$ cat config.mk
export PLATFORM = sky130hd
export DESIGN_NAME = record_note_flat
export DESIGN_NICKNAME = d
export VERILOG_FILES = /design/src/rtl/record_note_if.sv /design/src/rtl/record_note.sv /design/src/flat_wrapper.sv
export SDC_FILE = /design/constraint.sdc
export NUM_CORES = 1
export LEC_CHECK = 0
export CAP_MARGIN = 40
export CELL_PAD_IN_SITES_DETAIL_PLACEMENT = 1
export CELL_PAD_IN_SITES_GLOBAL_PLACEMENT = 2
export CORE_MARGIN = 2
export CORE_UTILIZATION = 25
export DETAILED_ROUTE_END_ITERATION = 10
export GPL_TIMING_DRIVEN = 0
export HOLD_SLACK_MARGIN = 0.08
export PLACE_DENSITY = 0.69
export RECOVER_POWER = 100
export SLEW_MARGIN = 10
export SYNTH_ARGS = -nofsm -noshare
export SYNTH_HDL_FRONTEND = slang
export SYNTH_SLANG_ARGS = --single-unit
$ cat constraint.sdc
create_clock -name clock -period 7.3 [get_ports clock]
set_input_delay 1.46 -clock clock [delete_from_list [all_inputs] [get_ports clock]]
set_output_delay 1.46 -clock clock [all_outputs]
set_load 0.02 [all_outputs]
$ cat src/rtl/record_note_if.sv
// Song-memory write port driven by the note recorder.
interface record_note_if #(
  parameter int ADDR_W = 6,
  parameter int NOTE_W = 4,
  parameter int DUR_W  = 8
);
  logic                      mem_we;
  logic [ADDR_W-1:0]         mem_addr;
  logic [NOTE_W+DUR_W-1:0]   mem_data;

  modport master (output mem_we, output mem_addr, output mem_data);
  modport slave  (input  mem_we, input  mem_addr, input  mem_data);
endinterface

$ cat src/rtl/record_note.sv
// Note recorder: turns a live key-code stream into run-length {note, dur}
// entries written into song memory, one write per held note or rest.
module record_note #(
  parameter int ADDR_W   = 6,
  parameter int NOTE_W   = 4,
  parameter int DUR_W    = 8,
  parameter int TICK_DIV = 50000
) (
  input  logic              clock,
  input  logic              reset,
  input  logic              record,
  input  logic              stop,
  input  logic [NOTE_W-1:0] note_in,
  record_note_if.master     mem,
  output logic [ADDR_W-1:0] limit,
  output logic              has_data,
  output logic              recording,
  output logic              full,
  output logic              done
);
  localparam int PS_W = $clog2(TICK_DIV);
  localparam logic [PS_W-1:0]   PS_LAST  = PS_W'(TICK_DIV - 1);
  localparam logic [DUR_W-1:0]  DUR_MAX  = '1;
  localparam logic [ADDR_W-1:0] ADDR_MAX = '1;

  typedef enum logic [1:0] {IDLE, REC, DONE} state_t;

  typedef struct packed {
    logic [NOTE_W-1:0] note;
    logic [DUR_W-1:0]  dur;
  } entry_t;

  state_t            state, state_n;
  logic [ADDR_W-1:0] wr_ptr, wr_ptr_n;
  logic [NOTE_W-1:0] cur_note, cur_n;
  logic [DUR_W-1:0]  dur, dur_n;
  logic [PS_W-1:0]   prescale, pre_n;
  logic [ADDR_W-1:0] limit_n, addr_q, addr_n;
  logic              hd_n, full_n, we_q, we_n, wr;
  entry_t            data_q, data_n, ent;

  always_ff @(posedge clock or posedge reset) begin
    if (reset) begin
      state    <= IDLE;
      wr_ptr   <= '0;
      cur_note <= '0;
      dur      <= '0;
      prescale <= '0;
      limit    <= '0;
      has_data <= 1'b0;
      full     <= 1'b0;
      we_q     <= 1'b0;
      addr_q   <= '0;
      data_q   <= '0;
    end else begin
      state    <= state_n;
      wr_ptr   <= wr_ptr_n;
      cur_note <= cur_n;
      dur      <= dur_n;
      prescale <= pre_n;
      limit    <= limit_n;
      has_data <= hd_n;
      full     <= full_n;
      we_q     <= we_n;
      addr_q   <= addr_n;
      data_q   <= data_n;
    end
  end

  always_comb begin
    state_n  = state;
    wr_ptr_n = wr_ptr;
    cur_n    = cur_note;
    dur_n    = dur;
    pre_n    = prescale;
    limit_n  = limit;
    hd_n     = has_data;
    full_n   = full;
    we_n     = 1'b0;
    addr_n   = addr_q;
    data_n   = data_q;
    wr       = 1'b0;
    ent      = '{note: cur_note, dur: dur};
    case (state)
      IDLE: if (record) begin
        state_n  = REC;
        wr_ptr_n = '0;
        cur_n    = note_in;
        dur_n    = '0;
        pre_n    = '0;
        limit_n  = '0;
        hd_n     = 1'b0;
        full_n   = 1'b0;
      end
      REC: begin
        if (stop) begin
          wr      = (dur != '0);
          state_n = DONE;
        end else if (note_in != cur_note) begin
          // zero-length runs are key bounce, not notes
          wr    = (dur != '0);
          cur_n = note_in;
          dur_n = '0;
          pre_n = '0;
        end else if (prescale == PS_LAST) begin
          pre_n = '0;
          if (dur != DUR_MAX) begin
            dur_n = dur + DUR_W'(1);
          end else begin
            // split long notes; the current tick starts the next entry
            wr    = 1'b1;
            dur_n = DUR_W'(1);
          end
        end else begin
          pre_n = prescale + PS_W'(1);
        end
      end
      DONE:    state_n = IDLE;
      default: state_n = IDLE;
    endcase
    if (wr) begin
      we_n    = 1'b1;
      addr_n  = wr_ptr;
      data_n  = ent;
      limit_n = wr_ptr;
      hd_n    = 1'b1;
      if (wr_ptr == ADDR_MAX) begin
        full_n  = 1'b1;
        state_n = DONE;
      end else begin
        wr_ptr_n = wr_ptr + ADDR_W'(1);
      end
    end
  end

  assign mem.mem_we   = we_q;
  assign mem.mem_addr = addr_q;
  assign mem.mem_data = data_q;
  assign recording    = (state == REC);
  assign done         = (state == DONE);
endmodule

$ cat src/flat_wrapper.sv
// flat-port wrapper written by rule: the top's interface ports become plain ports
module record_note_flat 
#(
  parameter int ADDR_W   = 6,
  parameter int NOTE_W   = 4,
  parameter int DUR_W    = 8,
  parameter int TICK_DIV = 50000
)
  (clock, reset, record, stop, note_in, limit, has_data, recording, full, done, mem_mem_we, mem_mem_addr, mem_mem_data);
  record_note_if #(.ADDR_W(ADDR_W), .NOTE_W(NOTE_W), .DUR_W(DUR_W)) mem_i ();
  input  logic clock;
  input  logic reset;
  input  logic record;
  input  logic stop;
  input  logic [NOTE_W-1:0] note_in;
  output logic [ADDR_W-1:0] limit;
  output logic has_data;
  output logic recording;
  output logic full;
  output logic done;
  output wire logic [$bits(mem_i.mem_we)-1:0] mem_mem_we;
  output wire logic [$bits(mem_i.mem_addr)-1:0] mem_mem_addr;
  output wire logic [$bits(mem_i.mem_data)-1:0] mem_mem_data;
  assign mem_mem_we = mem_i.mem_we;
  assign mem_mem_addr = mem_i.mem_addr;
  assign mem_mem_data = mem_i.mem_data;
  record_note #(.ADDR_W(ADDR_W), .NOTE_W(NOTE_W), .DUR_W(DUR_W), .TICK_DIV(TICK_DIV)) u_core (.clock(clock), .reset(reset), .record(record), .stop(stop), .note_in(note_in), .mem(mem_i), .limit(limit), .has_data(has_data), .recording(recording), .full(full), .done(done));
endmodule
==> summary.md <==
| Metric | Value |
|---|---|
| Status | `complete, but fails checks` |
| Failing checks | `max-capacitance violations, max-slew violations` |
| Post-Syn Area per Cell | `10.4 sq um` |
| Synth Flop Type | `dfrtp_1` |
| Max Fclk | `0.235 GHz` |
| Post-DP HPWL | `5.52 mm` |
| Final ANT Viol Nets | `0` |
| Actual slew at the worst max-slew pin | `1.79 ns` |
| Routed wire per std cell | `15.4 um` |
| Setup WS pre-CTS | `3.21 ns` |
| Min-Delay Path Class | `reg -> reg` |
| CTS tree | `yes` |
| Final GP Congestion | `0.732` |
| Layout cell share with drive strength beyond 1 | `5.98%` |
| Drt total wl | `7.68 mm` |
| Die X-Extent | `between 100 and 150 um` |
| Root Driver | `clkbuf_16` |
| Minimum clock period | `~4.3 ns` |
| Reg2Reg Launch Point | `u_core.prescale[10]` |
| IO buf count | `36` |
| WP data arrival | `4.46 ns` |
| Vias per cell | `around 4.8` |
| Synth Cell Area | `0.00308 sq mm` |
| DRC | `0` |
| Synth Instances | `297` |
| Final setup TNS | `0 ns` |
| # Post-CTS Setup Buffers | `0` |
| CP Class | `in -> reg` |
| Final slew viol count | `33` |
| Unrepaired setup endpoints after global routing | `false` |
| Worst setup EP type | `flip-flop` |
| Area share of the largest cell type after synthesis | `51.1%` |
| Setup violations, final | `0` |
| Worst Path Max Fanout | `10` |
| Hold Crit Start | `u_core.has_data` |
| Post-synth cell types | `45` |
| PostCTS Resize Cnt | `0` |
| Io pins | `37` |
| Syn. warnings | `0` |
| Tcrit/Tclk final | `58.3%` |
| Fin nets | `358` |
| CP required | `7.51 ns` |
| H-tree levels | `3` |
| Maxcap violations | `2` |
| Area grow syn2layout | `26.7%` |
| Clk Latency, worst-skew pair | `0.33 ns` |
| Die area | `0.0132 sq mm` |
| Footprint of the multi-input gates | `roughly 0.0013 sq mm` |
| Synth Net Count | `309` |
| DR iter-0 viols | `96` |
| Global-route usage over all layers | `12.6%` |
| Setup slack, reg-to-reg | `between 4 and 5 ns` |
| Final worst slack | `3.05 ns` |
| Leakage power total | `about 1.8 nW` |
| Final Hold Fails | `0` |
| Fraction of registers with async set/reset | `100%` |
| Vias in the first global route | `2492` |
| Hold bufs inserted after CTS | `0` |
| Die Ht | `115 um` |
| EDFF count, synth | `0` |
| Sequential Area | `0.00158 sq mm` |
| PD cells | `286 mW/mm^2` |
| CTS Sinks | `between 60 and 70` |
| RR Endpoint | `u_core.mem.mem_data[10]` |
| Vias | `2402` |
| Largest net degree at the start of global routing | `33` |
| DRT Pass-1 Iters | `4` |
| First-pass GRT wire length | `13.1 mm` |
| CTS Buf Count | `9` |
| Clock buffer depth | `2` |
| Synth top cells by count | `63 x dfrtp_1, 42 x nand2_1, 22 x o21ai_0, 18 x inv_1, 15 x nor2_1` |
| Count leader, synth | `dfrtp_1` |
| Clk_skew | `0.00925 ns` |
| Fillcell total | `1368` |
| Synth area leader | `dfrtp_1` |
| Grt ovf | `0` |
| Slew margin rel. | `-19.3%` |
| Peak supply drop | `0.109 mV` |
| Initial antenna violation count | `0` |
| Largest cells by area after synthesis | `dfrtp_1 51%, mux2_4 6.3%, nand2_1 5.1%` |
| Synth Register Bits | `between 60 and 70` |
| Number of diodes | `0` |
| Post-synthesis sequential area ratio | `51.1%` |
| R2R depth | `7` |
| Initial cell density of the core | `25.7%` |
| Crit path launch type | `input pin` |
| Hold depth | `2` |
| Row Count | `40` |
| Core Region | `0.0120 sq mm` |
| Clock-pin slew on the worst setup and hold paths | `about 0.06 ns` |
| Hold path endpoint | `u_core.has_data` |
final cells by class:
type,count,share of cell area (%)
Buffer,10,0.993
Clock buffer,12,6.82
Clock inverter,4,1.95
Inverter,18,1.76
Multi-Input combinational cell,206,34.0
Sequential cell,63,40.3
Tap cell,147,4.71
Timing Repair Buffer,38,9.41
critical path: stages:
cell           delay [ns]
dlygate4sd3_1        0.57
xnor2_1              0.19
nand4_1              0.38
o21a_1               0.38
o21ai_0              0.50
clkbuf_1             0.59
mux2_1               0.38
kinds of logic (layout without fill, tap and decap cells):
family / count (synthesis) / count (layout) / share of synthesized area [%]
AO/OA/AOI/OAI: 57 / 57 / 12.3
buffers and inverters: 28 / 82 / 3.98
XOR/XNOR: 16 / 16 / 4.55
flip-flops: 63 / 63 / 51.1
AND/OR/NAND/NOR: 111 / 111 / 18.4
adder cells (fa/ha/maj): 4 / 4 / 1.62
multiplexers: 18 / 18 / 8.00
cell usage in the layout, fill, tap and decap left out, types with 6 or more instances in the layout:
cell,count
nand2_1,42
clkbuf_1,11
clkbuf_16,9
inv_1,17
mux2_1,12
nand3_1,14
nor2_1,15
dfrtp_1,63
o211ai_1,7
nor3_1,6
o21ai_0,23
xnor2_1,13
dlygate4sd3_1,32
sequential cells by signal, indices dropped and copies added, names as in the netlist:
register,flops
u_core.prescale,16
u_core.mem.mem_data,12
u_core.dur,8
u_core.limit,6
u_core.mem.mem_addr,6
u_core.wr_ptr,6
u_core.cur_note,4
u_core.state,2
u_core.full,1
u_core.has_data,1
u_core.mem.mem_we,1
worst max path at each step:
stage	startpoint	endpoint	slack (ns)	cells after the start
floorplan	reset	u_core.cur_note[0]	4.27	1
detailed placement	stop	u_core.dur[3]	3.21	7
finish	note_in[2]	u_core.mem.mem_data[10]	3.05	7
global route	reset	u_core.cur_note[1]	2.51	3
global placement	reset	u_core.cur_note[2]	2.98	2
CTS	stop	u_core.dur[3]	3.55	7
stage by stage:
step / cell area, sq um / power [mW] / hold WS [ns] / utilization [%] / cells
after floorplan: 3080 / 0.564 / 0.476 / - / 297
after global placement: 3630 / 0.667 / 0.459 / 30.2 / 480
after detailed placement: 3650 / 0.674 / 0.463 / 30.4 / 482
after CTS: 4000 / 1.17 / 0.478 / 33.3 / 498
after global routing: 3910 / 1.18 / 0.512 / 32.5 / 498
final: 3910 / 1.12 / 0.470 / 32.5 / 498
layer usage:
layer | GRT usage [%] | wire, um
met5 | 0 | 0
met3 | 2.69 | 237
met1 | 17.3 | 3830
met2 | 19.7 | 3500
met4 | 4.34 | 111
power by group:
part	leakage (nW)	switching (mW)	internal [mW]
clock	0.165	0.159	0.327
combinational	0.725	0.135	0.0793
sequential	0.860	0.0288	0.389
total	1.75	0.323	0.796
(Power assumes the default switching activity.)
==> variant 1 (config.mk and constraints unchanged) <==
`DUR_W` is set to 8 in 3 places; all go to 6.
--- a/src/rtl/record_note_if.sv
+++ b/src/rtl/record_note_if.sv
@@ -4,3 +4,3 @@
   parameter int NOTE_W = 4,
-  parameter int DUR_W  = 8
+  parameter int DUR_W  = 6
 );
--- a/src/rtl/record_note.sv
+++ b/src/rtl/record_note.sv
@@ -5,3 +5,3 @@
   parameter int NOTE_W   = 4,
-  parameter int DUR_W    = 8,
+  parameter int DUR_W    = 6,
   parameter int TICK_DIV = 50000
--- a/src/flat_wrapper.sv
+++ b/src/flat_wrapper.sv
@@ -5,3 +5,3 @@
   parameter int NOTE_W   = 4,
-  parameter int DUR_W    = 8,
+  parameter int DUR_W    = 6,
   parameter int TICK_DIV = 50000
Ports: changed (resized mem_mem_data); port bits go from 37 to 35. No check against the original RTL was run, so the function may have changed too.
==> variant 1 against the unedited design <==
  * Area after synthesis decreased by 6.5%
  * The flow still finishes with violations (max-capacitance violations, max-slew violations)
  * First-iteration DRC count decreased by 21%
  * Largest cell class unchanged
  * Final area decreased by 5.5%
  * Power decreased by 12%
  * Sequential power decreased by 11%
  * Wire length decreased by 6.6%
  * Worst setup slack improved by 0.039 ns
  * Sequential cell count decreased by 4
  * Highest routed layer unchanged
==> variant 1: results <==
metrics = {
    "setup_path": {
        "cp-endpoint": "u_core.mem.mem_data[7]$_DFFE_PP0N_",
        "arrival_ns": 4.43,
        "r2r-start": "u_core.prescale[1]$_DFFE_PP0P_",
        "reg2reg_slack_ns": 4.31,
    },
    "final_layout": {
        "regMostFlops": "u_core.prescale",
        "multi_input_gates": 194,
        "final_nets": 338,
        "clock_buffers": 10,
        "largest_reg_flops": 16,
        "bufAreaShareNonClock": 0.104,
        "buffers": 44,
        "fillers": 1311,
        "sh_seq_area": 0.400,
        "drive_gt1_frac": 0.0937,
        "final-clk-cell-share": 0.0888,
        "multi_input_area_um2": 1250,
    },
    "global_routing": {
        "use_met1": 0.166,
        "grt_use_total": 0.121,
        "met3_usage": 0.0321,
        "grt_use_met2": 0.187,
        "grt_max_degree": 60,
        "grt_pass1_wl_mm": 12.0,
    },
    "drt": {
        "post_drt_wl_per_cell_um": 15.1,
        "route.vias.total": 2215,
        "drt_iter0_markers": 76,
    },
    "place": {
        "dpl.hpwl_mm": 5.03,
        "place_congestion": 0.740,
    },
    "synth": {
        "synth_fa_ha_area_frac": 0.0174,
        "ys_seq_elements": 59,
        "seq_area_frac_synth": 0.512,
        "synth_top_area_frac": 0.512,
        "synth-xor-area-share": 0.0486,
        "ys_types": 42,
        "synth_mux_area_frac": 0.0938,
        "synth_compound_gate_area_share": 0.0872,
        "syn_nets": 293,
        "synth_common_cells": "59 x dfrtp_1, 42 x nand2_1, 18 x inv_1",
        "synthTopCellsByArea": "dfrtp_1 51%, nand2_1 5.5%, mux2_2 4.3%",
    },
    "pwr": {
        "leakage_nw": 1.62,
        "clock_power_mw": 0.459,
        "combinationalPower_mw": 0.149,
        "ir_worst_vdd_v": 0.000133,
        "switching_share": 0.272,
    },
    "outcome": {
        "outcome": "finished with violations",
        "violations": "max-capacitance violations, max-slew violations",
    },
    "timing": {
        "finalClockSkew_ns": 0.00571,
        "drv_slew": 60,
        "max_slew_margin": -0.787,
    },
    "min_path": {
        "hold_path_depth": 1,
    },
    "job": {
        "maxCapViolCount": 1,
    },
}
==> variant 1: cell types whose count changed in the layout (fill, tap and decap cells not counted), moves of 4 or more <==
cell / change
dfrtp_1: -4
mux2_1: -7
mux2_2: +10
mux2i_1: +5
o211ai_1: -6
o21ai_0: -17
o2bb2ai_1: +4
==> variant 1: metrics by stage <==
| stage | std cells | worst slack (ns) | power [mW] | utilization | instance area (um2) |
|---|---|---|---|---|---|
| 2_1_floorplan | 281 | 4.19 | 0.474 | - | 2880 |
| 3_3_place_gp | 458 | 3.14 | 0.538 | 0.301 | 3400 |
| 3_5_place_dp | 458 | 3.33 | 0.540 | 0.301 | 3400 |
| 4_1_cts | 474 | 3.67 | 1.01 | 0.330 | 3730 |
| 5_1_grt | 474 | 2.85 | 1.03 | 0.326 | 3690 |
| 6_report | 474 | 3.08 | 0.980 | 0.326 | 3690 |
==> variant 1: layer usage <==
metal / share of wire / wire, um
met5: 0 / 0
met4: 0.013 / 93
met3: 0.028 / 200
met2: 0.45 / 3210
met1: 0.51 / 3670
==> variant 2 (same flow settings) <==
Without the edit above. Take the reset off `addr_q` and load it in a clocked block of its own.
--- a/src/rtl/record_note.sv
+++ b/src/rtl/record_note.sv
@@ -52,3 +52,2 @@
       we_q     <= 1'b0;
-      addr_q   <= '0;
       data_q   <= '0;
@@ -64,5 +63,8 @@
       we_q     <= we_n;
-      addr_q   <= addr_n;
       data_q   <= data_n;
     end
+  end
+
+  always_ff @(posedge clock) begin
+    addr_q <= addr_n;
   end
Behaviour: same outputs for any inputs over 10 cycles, from zero or initial values and one cycle with reset high; that may be too few to reach the edited logic, so the function may still have changed.
==> variant 2 against the unedited design <==
  * The run still ends with max-capacitance violations, max-slew violations left
  * Worst setup slack got worse by 0.15 ns
  * Area after synthesis shrank 0.69%
  * Highest routed layer unchanged
  * Non-clock buffer count down 5
  * Power decreased by 6.3%
  * Largest cell class unchanged
  * Final area fell by 1.5%
  * Hold slack got worse by 0.0016 ns
  * Largest power group unchanged
  * Sequential share of layout area rose by 1.4 points
  * Synthesized cell count down 7.4%
  * Clock power fell by 5.3%
  * Wire length fell by 8.0%
  * Combinational power decreased by 19%
  * Count of clock-buffer cells in the layout fell by 3
  * Sequential cell count did not move
==> variant 2: results <==
metrics = {
    "global_routing": {
        "grt_use_total": 0.120,
        "grt_pass1_vias": 2413,
        "antenna_found_initial": 0,
        "grt_max_degree": 58,
        "grt_pass1_wl_mm": 12.2,
    },
    "drt": {
        "post_drt_wl_per_cell_um": 14.9,
        "drt_wl_total_mm": 7.07,
        "viasPerCell": 4.70,
        "drt_iter0_markers": 92,
        "dr.pass1.iters": 4,
    },
    "pwr": {
        "p_int_mw": 0.760,
        "ir_worst_vdd_v": 0.000132,
        "leakage_nw": 1.63,
    },
    "synth": {
        "ys.warnings.count": 0,
        "syn_nets": 287,
        "ys_async_sr_fraction": 0.905,
        "synth_top_flop_cell": "dfrtp_1",
        "synth_common_cells": "57 x dfrtp_1, 23 x nor2_1, 21 x nand2_1",
        "synth-edff-count": 6,
        "post_synth.cell_area_avg_um2": 11.1,
        "ys_types": 54,
        "synthTopCellsByArea": "dfrtp_1 47%, edfxtp_1 5.9%, xnor2_1 4.3%",
        "seq_area_frac_synth": 0.525,
    },
    "clock_network": {
        "h-tree-depth": 3,
        "cts_setup_buffers": 0,
        "clock_path_buffers": 2,
        "clkTransAtPathRegs_ns": 0.05,
        "cts-root-buf": "clkbuf_16",
        "worstSkewPairLatency_ns": 0.33,
        "cts.repair.resized": 0,
    },
    "place": {
        "dpl_cell_area_um2": 3610,
        "dpl.hpwl_mm": 5.03,
        "place_congestion": 0.786,
        "portBuffers": 36,
        "dp.cells": 458,
    },
    "outcome": {
        "violations": "max-capacitance violations, max-slew violations",
        "outcome": "finished with violations",
    },
    "job": {
        "maxCapViolCount": 1,
    },
    "final_layout": {
        "final_nets": 334,
        "largest_reg_flops": 16,
        "regMostFlops": "u_core.prescale",
        "num_antenna_cells": 0,
        "drive_gt1_frac": 0.0765,
    },
    "setup_path": {
        "arrival_ns": 4.36,
        "critPathMaxFanout": 16,
    },
    "min_path": {
        "hold_path_class": "flop to flop",
    },
    "timing": {
        "finalClockSkew_ns": 0.00828,
        "tightest_slew_ns": 2.59,
        "drv_slew": 58,
    },
}
-- variant 2: cell families after synthesis --
logic type / share of synthesized area
flip-flops: 0.525
adder cells (fa/ha/maj): 0.0163
buffers and inverters: 0.0339
AND/OR/NAND/NOR: 0.179
AO/OA/AOI/OAI: 0.103
multiplexers: 0.0919
XOR/XNOR: 0.0515
-- variant 2: power by group through the flow --
stage	logic, mW	clock network, mW	registers [mW]
6_report	0.175	0.460	0.413
3_3_place_gp	0.188	0	0.419
4_1_cts	0.192	0.473	0.414
3_5_place_dp	0.192	0	0.421
2_1_floorplan	0.0981	0	0.435
5_1_grt	0.196	0.487	0.419
-- variant 2: final timing paths --
| path | start | end | slack, ns | cells after the start |
|---|---|---|---|---|
| worst max-delay path | note_in[3] | u_core.mem.mem_addr[0]$_DFFE_PN_ | 2.89 | 7 |
| worst min-delay path | u_core.has_data$_DFFE_PP0P_ | u_core.has_data$_DFFE_PP0P_ | 0.47 | 1 |
| worst max register to register | u_core.dur[1]$_DFFE_PP0P_ | u_core.mem.mem_addr[0]$_DFFE_PN_ | 4.08 | 7 |
| worst min register to register | u_core.has_data$_DFFE_PP0P_ | u_core.has_data$_DFFE_PP0P_ | 0.47 | 1 |
| max in group asynchronous | reset | u_core.prescale[15]$_DFFE_PP0P_ | 3.83 | 2 |
| min in group asynchronous | reset | u_core.mem.mem_we$_DFF_PP0_ | 2.31 | 2 |
-- variant 2: critical path, stage by stage --
cell,delay (ns)
dlygate4sd3_1,0.57
xnor2_1,0.16
nand4_1,0.31
or4_1,0.59
clkbuf_1,0.18
nand2_1,0.35
clkbuf_1,0.73
-- variant 2: cell type report --
type | instances | area (um2)
sequential | 63 | 1610
timing repair buffer | 36 | 360
tap | 147 | 184
fill | 1337 | 8110
buffer | 7 | 26.3
multi-input combinational | 192 | 1300
clock inverter | 7 | 96.3
inverter | 13 | 50.0
clock buffer | 9 | 225
-- variant 2: layer usage --
metal  track usage  vias up  share of wire
li1              -     1079              -
met1         0.159     1103           0.49
met2         0.185       41           0.46
met3        0.0365        7          0.040
met4        0.0415        0          0.012
met5             0        -              0
-- variant 2: per-stage QoR --
stage	power (mW)	worst slack (ns)	util
final	1.05	2.89	0.322
after global routing	1.10	2.57	0.322
after CTS	1.08	3.52	0.329
after detailed placement	0.613	3.17	0.302
after global placement	0.607	3.20	0.301
after floorplan	0.533	4.15	-
